## config.mk

```make
export PLATFORM = sky130hd
export DESIGN_NAME = svm_feature_packer
export DESIGN_NICKNAME = d
export VERILOG_FILES = /design/src/rtl/svm_feature_packer.sv
export SDC_FILE = /design/constraint.sdc
export NUM_CORES = 1
export LEC_CHECK = 0
export CORE_MARGIN = 4
export CORE_UTILIZATION = 29
export DETAILED_ROUTE_END_ITERATION = 10
export PLACE_DENSITY_LB_ADDON = 0.15
export SETUP_SLACK_MARGIN = 0.15
export SYNTH_ARGS = -nofsm -noshare
export SYNTH_HDL_FRONTEND = slang
export SYNTH_SLANG_ARGS = --single-unit
```

## constraint.sdc

```tcl
create_clock -name clk -period 3.1 [get_ports clk]
set_input_delay 0.775 -clock clk [delete_from_list [all_inputs] [get_ports clk]]
set_output_delay 0.775 -clock clk [all_outputs]
set_load 0.1 [all_outputs]
```

## src/rtl/svm_feature_packer.sv

```systemverilog
// ============================================================================
// svm_feature_packer
// ----------------------------------------------------------------------------
// Upstream stage of the combinational red-wine SVM regressor. Raw 8-bit
// feature samples arrive one per beat on a valid/ready stream. Each sample is
// quantized (round half up, saturate) to a 4-bit activation. Eleven
// activations are packed into the 44-bit vector that the regressor reads on
// its `inp` bus. The vector is held stable until the downstream register
// stage takes it.
//
// Ports:
//   clk        clock; all state changes on the rising edge
//   rst_n      asynchronous active-low reset
//   s_valid    raw sample valid
//   s_ready    packer can accept a sample (low during reset and while holding)
//   s_data     raw unsigned feature sample [IN_W-1:0]
//   s_last     final sample of a frame (only meaningful with frame checking)
//   m_valid    packed vector valid
//   m_ready    downstream accepts the vector
//   m_data     packed vector; feature i at bits [i*ACT_W +: ACT_W]
//   frame_err  one-cycle pulse on a malformed frame
//   vec_count  number of vectors handed off, wraps modulo 2^CNT_W
//
// Build option:
//   FEATPACK_FRAME_CHECK_EN  When defined, s_last is checked against the
//                            feature count. Short frames are dropped. Long
//                            frames are drained up to s_last. Both cases pulse
//                            frame_err. When undefined, s_last is ignored,
//                            frames are delimited by count only, and frame_err
//                            is tied low.
// ============================================================================
module svm_feature_packer #(
    parameter int NUM_FEAT = 11,
    parameter int IN_W     = 8,
    parameter int ACT_W    = 4,
    parameter int CNT_W    = 16
) (
    input  logic                      clk,
    input  logic                      rst_n,
    input  logic                      s_valid,
    output logic                      s_ready,
    input  logic [IN_W-1:0]           s_data,
    input  logic                      s_last,
    output logic                      m_valid,
    input  logic                      m_ready,
    output logic [NUM_FEAT*ACT_W-1:0] m_data,
    output logic                      frame_err,
    output logic [CNT_W-1:0]          vec_count
);

    localparam int VEC_W = NUM_FEAT * ACT_W;
    localparam int IDX_W = $clog2(NUM_FEAT);
    localparam int SHIFT = IN_W - ACT_W;
    localparam logic [IDX_W-1:0] LAST_IDX = IDX_W'(NUM_FEAT - 1);
    localparam logic [IN_W:0]    HALF_LSB = (IN_W+1)'(2 ** (SHIFT - 1));
    localparam logic [IN_W:0]    ACT_MAX  = (IN_W+1)'(2 ** ACT_W - 1);

    typedef enum logic [1:0] {
        COLLECT = 2'd0,
        HOLD    = 2'd1
`ifdef FEATPACK_FRAME_CHECK_EN
        ,
        DRAIN   = 2'd2
`endif
    } state_t;

    // Adds half an output LSB and drops the low bits. The extra top bit keeps
    // the carry out of 0xF8..0xFF, so saturation can see it.
    function automatic logic [IN_W:0] round_half_up(input logic [IN_W-1:0] d);
        logic [IN_W:0] sum;
        sum = {1'b0, d} + HALF_LSB;
        return sum >> SHIFT;
    endfunction

    // Clamps a rounded value to the activation range.
    function automatic logic [ACT_W-1:0] saturate_act(input logic [IN_W:0] r);
        logic [ACT_W-1:0] res;
        if (r > ACT_MAX) begin
            res = '1;
        end else begin
            res = r[ACT_W-1:0];
        end
        return res;
    endfunction

    state_t             state;
    state_t             state_nxt;
    logic [IDX_W-1:0]   idx;
    logic [IDX_W-1:0]   idx_nxt;
    logic [VEC_W-1:0]   shadow;
    logic [VEC_W-1:0]   shadow_nxt;
    logic [ACT_W-1:0]   beat_q;
    logic               ready_en;
    logic               accept;
    logic               wr_slot;
    logic               load_vec;
    logic               handoff;

    // ready_en keeps s_ready low while reset is asserted. It lets s_ready rise
    // only on the first clock after reset is released.
`ifdef FEATPACK_FRAME_CHECK_EN
    assign s_ready = ready_en && ((state == COLLECT) || (state == DRAIN));
`else
    assign s_ready = ready_en && (state == COLLECT);
`endif
    assign m_valid = (state == HOLD);
    assign accept  = s_valid && s_ready;
    assign beat_q  = saturate_act(round_half_up(s_data));

    // The final nibble is merged combinationally, so the HOLD-entry copy to
    // m_data already contains the 11th feature.
    always_comb begin
        shadow_nxt = shadow;
        shadow_nxt[idx*ACT_W +: ACT_W] = beat_q;
    end

`ifdef FEATPACK_FRAME_CHECK_EN
    logic err_nxt;

    always_comb begin
        state_nxt = state;
        idx_nxt   = idx;
        wr_slot   = 1'b0;
        load_vec  = 1'b0;
        handoff   = 1'b0;
        err_nxt   = 1'b0;
        case (state)
            COLLECT: begin
                if (accept) begin
                    if (idx == LAST_IDX) begin
                        idx_nxt = '0;
                        if (s_last) begin
                            wr_slot   = 1'b1;
                            load_vec  = 1'b1;
                            state_nxt = HOLD;
                        end else begin
                            // Too many beats: drop this frame and discard up to s_last.
                            err_nxt   = 1'b1;
                            state_nxt = DRAIN;
                        end
                    end else if (s_last) begin
                        // Frame ended early: discard the partial vector.
                        idx_nxt = '0;
                        err_nxt = 1'b1;
                    end else begin
                        wr_slot = 1'b1;
                        idx_nxt = idx + IDX_W'(1);
                    end
                end
            end
            HOLD: begin
                if (m_ready) begin
                    handoff   = 1'b1;
                    state_nxt = COLLECT;
                end
            end
            DRAIN: begin
                if (accept && s_last) begin
                    state_nxt = COLLECT;
                end
            end
            default: state_nxt = COLLECT;
        endcase
    end

    always_ff @(posedge clk or negedge rst_n) begin
        if (!rst_n) begin
            frame_err <= 1'b0;
        end else begin
            frame_err <= err_nxt;
        end
    end
`else
    logic unused_last;
    assign unused_last = s_last;
    assign frame_err   = 1'b0;

    always_comb begin
        state_nxt = state;
        idx_nxt   = idx;
        wr_slot   = 1'b0;
        load_vec  = 1'b0;
        handoff   = 1'b0;
        case (state)
            COLLECT: begin
                if (accept) begin
                    wr_slot = 1'b1;
                    if (idx == LAST_IDX) begin
                        idx_nxt   = '0;
                        load_vec  = 1'b1;
                        state_nxt = HOLD;
                    end else begin
                        idx_nxt = idx + IDX_W'(1);
                    end
                end
            end
            HOLD: begin
                if (m_ready) begin
                    handoff   = 1'b1;
                    state_nxt = COLLECT;
                end
            end
            default: state_nxt = COLLECT;
        endcase
    end
`endif

    always_ff @(posedge clk or negedge rst_n) begin
        if (!rst_n) begin
            state <= COLLECT;
        end else begin
            state <= state_nxt;
        end
    end

    // ---- collect stage -> output register boundary ----
    // m_data changes only on the edge that enters HOLD. The previous vector
    // therefore stays visible while the next frame is being collected.
    always_ff @(posedge clk or negedge rst_n) begin
        if (!rst_n) begin
            ready_en  <= 1'b0;
            idx       <= '0;
            shadow    <= '0;
            m_data    <= '0;
            vec_count <= '0;
        end else begin
            ready_en <= 1'b1;
            idx      <= idx_nxt;
            if (wr_slot) begin
                shadow <= shadow_nxt;
            end
            if (load_vec) begin
                m_data <= shadow_nxt;
            end
            if (handoff) begin
                vec_count <= vec_count + CNT_W'(1);
            end
        end
    end

endmodule
```

==> results of run 1 <==
-- synth_stat cells, types with 2 or more instances --
cell type	number	area share, %
nand3b_1	5	0.71
a21oi_1	25	2.4
dfrtp_1	110	52
nand2_1	32	2.3
and2_1	11	1.3
a21oi_2	2	0.33
o21ai_0	27	2.5
conb_1	2	0.14
nor3_1	5	0.47
xor2_1	3	0.49
ha_1	8	1.9
nor2b_1	6	0.71
a311oi_1	2	0.33
o2111ai_1	2	0.33
nand2b_1	6	0.71
nand3_1	31	2.9
or2_2	4	0.47
mux2_2	39	8.3
and4_1	3	0.49
mux2_4	4	1.1
clkbuf_1	16	1.1
buf_2	4	0.38
mux2_1	2	0.42
buf_1	3	0.21
a31oi_1	16	1.9
o211ai_1	10	1.4
nor2_1	42	3.0
inv_1	6	0.42
xnor2_1	12	2.0
nand4_1	15	1.8
a211oi_1	5	0.71
and3_1	5	0.59
mux2i_1	14	2.6
-- flip-flops by register name, summed over array words and instances (netlist names) --
register,count
shadow,44
m_data,44
state,1
vec_count,16
ready_en,1
idx,4
-- worst min-delay path by stage --
| stage | from | endpoint | slack [ns] | cells after the start |
|---|---|---|---|---|
| after global routing | rst_n | vec_count[9] | 0.45 | 1 |
| after floorplan | shadow[29] | shadow[29] | 0.46 | 1 |
| after detailed placement | vec_count[15] | vec_count[15] | 0.47 | 1 |
| after CTS | rst_n | vec_count[9] | 0.43 | 1 |
| after global placement | vec_count[15] | vec_count[15] | 0.47 | 1 |
| final | rst_n | vec_count[9] | 0.41 | 1 |
-- per-layer routing --
| layer | vias to the layer above | track usage [%] |
|---|---|---|
| li1 | 1966 | - |
| met1 | 1993 | 19.5 |
| met2 | 69 | 21.5 |
| met3 | 9 | 3.43 |
| met4 | 0 | 3.57 |
| met5 | - | 0 |
-- cells by family (layout without fill, tap and decap cells) --
group,after synthesis,after routing
simple gates,172,172
flops,110,110
compound gates,100,100
mux,59,59
buf+inv,31,118
xor+xnor,16,16
fa+ha+maj,8,8
other cells,2,2
-- layout make-up --
class	instances	share of cell area, %
Tap cell	229	4.36
Clock buffer	11	3.70
Inverter	6	0.343
Clock inverter	4	0.724
Sequential cell	110	41.9
Timing Repair Buffer	97	11.7
Multi-Input combinational cell	357	37.2
-- worst reg2reg max path: cells and delay by family, from the launching register on --
family	cells	cell delay, ns
DFF	1	0.56
adders and majority gates	1	0.31
muxes	1	0.38
and+or+nand+nor	2	0.62
buffers and inverters	1	0.13
xor gates and xnor gates	1	0.45
-- cells in the final DEF (no fill, tap or decap), types with 2 or more instances in the layout --
master,count
a211oi_1,5
a21oi_1,25
a21oi_2,2
a311oi_1,2
a31oi_1,16
and2_1,11
and3_1,5
and4_1,3
buf_12,2
buf_4,88
clkbuf_16,9
clkdlybuf4s50_1,7
clkinv_2,2
conb_1,2
dfrtp_1,110
ha_1,8
inv_1,6
mux2_1,2
mux2_2,39
mux2_4,4
mux2i_1,14
nand2_1,32
nand2b_1,6
nand3_1,31
nand3b_1,5
nand4_1,15
nor2_1,41
nor2b_1,5
nor3_1,5
o2111ai_1,2
o211ai_1,10
o21ai_0,27
or2_2,4
xnor2_1,12
xor2_1,3
-- metrics by stage --
stage                     hold WS (ns)  instances
final                            0.412        814
after floorplan                  0.457        498
after detailed placement         0.470        799
after global placement           0.465        799
after CTS                        0.425        814
after global routing             0.448        814
==> results.cfg, run 1 <==
[floorplanning]
die_w_um = 143
core_sq_um = 18000
ios = 76
initial_core_util_pct = 29.5
dieArea_sq_um = 20600
dieHeight_um = 143
row_count = 49

[yosys]
async_flop_share_pct = 100
synth-seq-cells = 110
yosys_warnings = 0
synth_top_family_by_area = simple AND/OR/NAND/NOR gates
yosysSeqAreaShare_pct = 51.8
synth-simple-area-share_pct = 16.6
synthMuxAreaShare_pct = 12.5
synth_fa_ha_area_share_pct = 1.88
synthCells = 498
synth_compound_area_share_pct = 11.9
synth_area_sq_um = 5320
synth_flop_cell = dfrtp_1
synthesis.nets = 519
synth_xor_area_share_pct = 2.78
synth_edf_count = 0
syn_area_per_cell_sq_um = 10.7
ys_types = 54

[grt]
grt_pass1_vias = 4116
gr-total-overflow = 0
track_usage_pct = 13.9
antenna_found_initial = 0
grt_pass1_wl_mm = 22.2
grt_max_degree = 47

[setup_path]
timing.reg2reg.setup_slack_ns = 0.54
crit_family = simple AND/OR/NAND/NOR gates
required_ns = 3.34
reg2reg_from = idx[1]
slowest_stage = dfrtp_1
reg2reg_depth = 6
cp-end-kind = flop
worstSetupStartpointType = flop
path_class = flop to flop
worst-endpoint-arrival_ns = 2.80
worst-path-stages = 6
crit_path_cell_trace = inv_1, ha_1, xnor2_2, nand3b_1, nor2_1, mux2_2
cp_max_fo = 9
crit_start = idx[1]
critPathMaxStageDelay_ns = 0.56
endpoint = shadow[38]
r2r-end = shadow[38]
worst-path-buf-inv = 1

[finish]
multiInputGateArea_sq_um = 2440
drive_above_1_share_pct = 27.7
final_util_pct = 36.4
stdcell_area_sq_um = 6570
n_antenna_cell = 0
fin_nets = 602
seqCellArea_sq_um = 2750
syn_to_final_growth_pct = 23.6
fillers = 1841

[drt]
wl_met3_um = 534
drtIter0Drc = 217
vias = 4037
route.detailed.drc = 0
met2WireLength_mm = 6.41
wl_per_cell_um = 16.9
antenna_left = 0
highest_layer = met4
wl_mm = 13.8
m1WireLength_mm = 6.68
via_per_inst = 4.96
drt_first_pass_iters = 4

[timing]
worst_slack_ns = 0.538
finalClockSkew_ns = 0.00436
fin_setup_tns_ns = 0
rsz0062_at_grt = false
worst_pin_slew_ns = 0.668
fmaxAchievable_ghz = 0.390
fin_crit_sh_pct = 82.7
hold_violations = 0
maxSlewHeadroom_pct = 55.3
post-route-min-period_ns = 2.56
slew_violations = 0
setup_viol = 0

[clock_tree]
postCtsResizedCells = 0
ctsHoldBuffers = 0
cts.sinks = 110
htreeDepth = 3
cts_buffers = 9
clk_latency_ns = 0.35
cts_tree = built
clk_pin_slew_ns = 0.07
cts-root-buf = clkbuf_16
cts_setup_buffers = 0
clockBufferDepth = 2

[placement]
place_congestion = 0.782
hpwl_mm = 9.76
portBuffers = 70
dp_slack_ns = 0.338
dpl_cell_area_sq_um = 6280

[status]
outcome = complete, no violations

[worst_hold_path]
hp-class = primary input to asynchronous set/reset pin

[run]
cap_violations = 0
Power of run 1 is left out: the tool's default activity adds up to more than one toggle a clock period on the data nets, which glitch-free logic cannot reach.
==> inputs of run 2 (changes only) <==
- clock period: 3.1 -> 2.6 ns (I/O delays scaled with it)
==> run 2 against run 1 <==
Design area grew 4.3%. Via count grew 4.4%. Global-route usage grew 0.34 points. Critical path depth is the same. Routed wire length grew 3.1%.
==> results.cfg, run 2 (synthesis results as in run 1) <==
[finish]
final_common_cell = buf_4
fin_nets = 629
final_cell_mix = buf_4 (113), dfrtp_1 (108), nor2_1 (41), mux2_2 (39), nand2_1 (32)
layout.cells.non_filler = 842
n_antenna_cell = 0
syn_to_final_growth_pct = 28.8
top_regs = m_data (44), shadow (44), vec_count (16)
drive_above_1_share_pct = 32.0

[power]
switching_share_pct = 51.5
power_mw = 9.53
power.leakage_nw = 3.18
power_frac_comb_pct = 56.9
power_frac_seq_pct = 26.9
p_per_area_nw_per_um2 = 1390
p_int_mw = 4.63
peakVddDrop_mv = 0.629
pwr-share-clk_pct = 16.2
p_switching_mw = 4.91

[grt]
gr-max-usage-layer = met2
antenna_found_initial = 0
track_usage_pct = 14.2
use_met3_pct = 2.73
grt_pass1_wl_mm = 22.8
grt_pass1_vias = 4265
gr-total-overflow = 0
grt_max_degree = 49
grtUsageMet2_pct = 23.3
gr-usage-met1_pct = 18.6

[timing]
fin_hold_ws_ns = 0.335
setup_viol = 0
fmaxAchievable_ghz = 0.445
slew_violations = 0
finalClockSkew_ns = 0.00763
worst_pin_slew_ns = 0.696
rsz0062_at_grt = false
maxSlewHeadroom_pct = 53.6
post-route-min-period_ns = 2.25
fin_crit_sh_pct = 86.4
hold_violations = 0

[setup_path]
worst-endpoint-arrival_ns = 2.49
cp-end-kind = flop
worstSetupStartpointType = flop
cp_max_fo = 10
path_class = flop to flop
required_ns = 2.85

[drt]
route.detailed.drc = 0
drtIter0Drc = 286
wl_per_cell_um = 16.8
via_per_inst = 5.01
drt_first_pass_iters = 4
antenna_left = 0
vias = 4215
wl_mm = 14.2

[placement]
place_congestion = 0.844
hpwl_mm = 10.2
place_inst = 824
portBuffers = 70

[clock_tree]
clockBufferDepth = 2
cts-root-buf = clkbuf_16
cts.sinks = 110
cts_buffers = 9
clk_pin_slew_ns = 0.07
clk_latency_ns = 0.36
htreeDepth = 3
cts_tree = built

[status]
outcome = complete, no violations

[floorplanning]
initial_core_util_pct = 29.5
dieArea_sq_um = 20600
row_count = 49
die_w_um = 143
dieHeight_um = 143
ios = 76
core_sq_um = 18000

[worst_hold_path]
hp-class = primary input to asynchronous set/reset pin

[run]
cap_violations = 0
==> run 2: final cells by class <==
type                    instances  area (sq um)
clock inverters                 6          91.3
fillers                      1774         11200
inverters                       6          22.5
repair buffers                124           998
well taps                     229           287
flip-flops and latches        110          2760
multi-input cells             357          2450
clock buffers                  10           239
==> run 2: metrics by stage <==
stage                TNS, ns  utilization, %  cell area, sq um  setup slack (ns)
floorplan                  0               -              5330             0.226
global placement    -0.00444            36.0              6490          -0.00444
detailed placement   -0.0163            36.0              6490           -0.0124
CTS                        0            37.8              6820             0.199
global route               0            38.0              6850             0.206
finish                     0            38.0              6850             0.354
==> run 2: final timing paths <==
check                                start  cells after the start  slack, ns         end
max in group asynchronous            rst_n                      2       1.64  shadow[12]
worst max-delay path                idx[1]                      6       0.35  shadow[24]
worst min-delay path                 rst_n                      1       0.33  shadow[10]
worst max register to register      idx[1]                      6       0.35  shadow[24]
worst min register to register  shadow[31]                      1       0.49  shadow[31]
min in group clk                shadow[31]                      1       0.49  shadow[31]
==> run 2: power by group through the flow <==
stage	clock network, mW	logic (mW)	registers [mW]
after floorplan	0	1.67	4.79
after global placement	0	5.41	2.58
after detailed placement	0	5.44	2.60
after CTS	1.59	5.46	2.57
after global routing	1.67	5.76	2.65
final	1.54	5.43	2.57
==> run 2: critical path, stage by stage, from the launching register on <==
cell and delay (ns):
dfrtp_1 0.45, nor3_2 0.19, ha_2 0.36, and4b_1 0.25
or2_2 0.33, nand3_1 0.19, mux2_2 0.36
==> run 2: layer usage <==
layer,part of all wire (%),up-vias
li1,-,2024
met1,45,2063
met2,48,111
met3,5.1,17
met4,1.9,0
met5,0,-
==> run 2: what timing repair did <==
item | CTS | global route
endpoints found under the setup margin | 0 | 16
resized for setup | 0 | 4
buffers inserted | 0 | 2
hold buffers | 0 | 0
(Power assumes the default switching activity.)
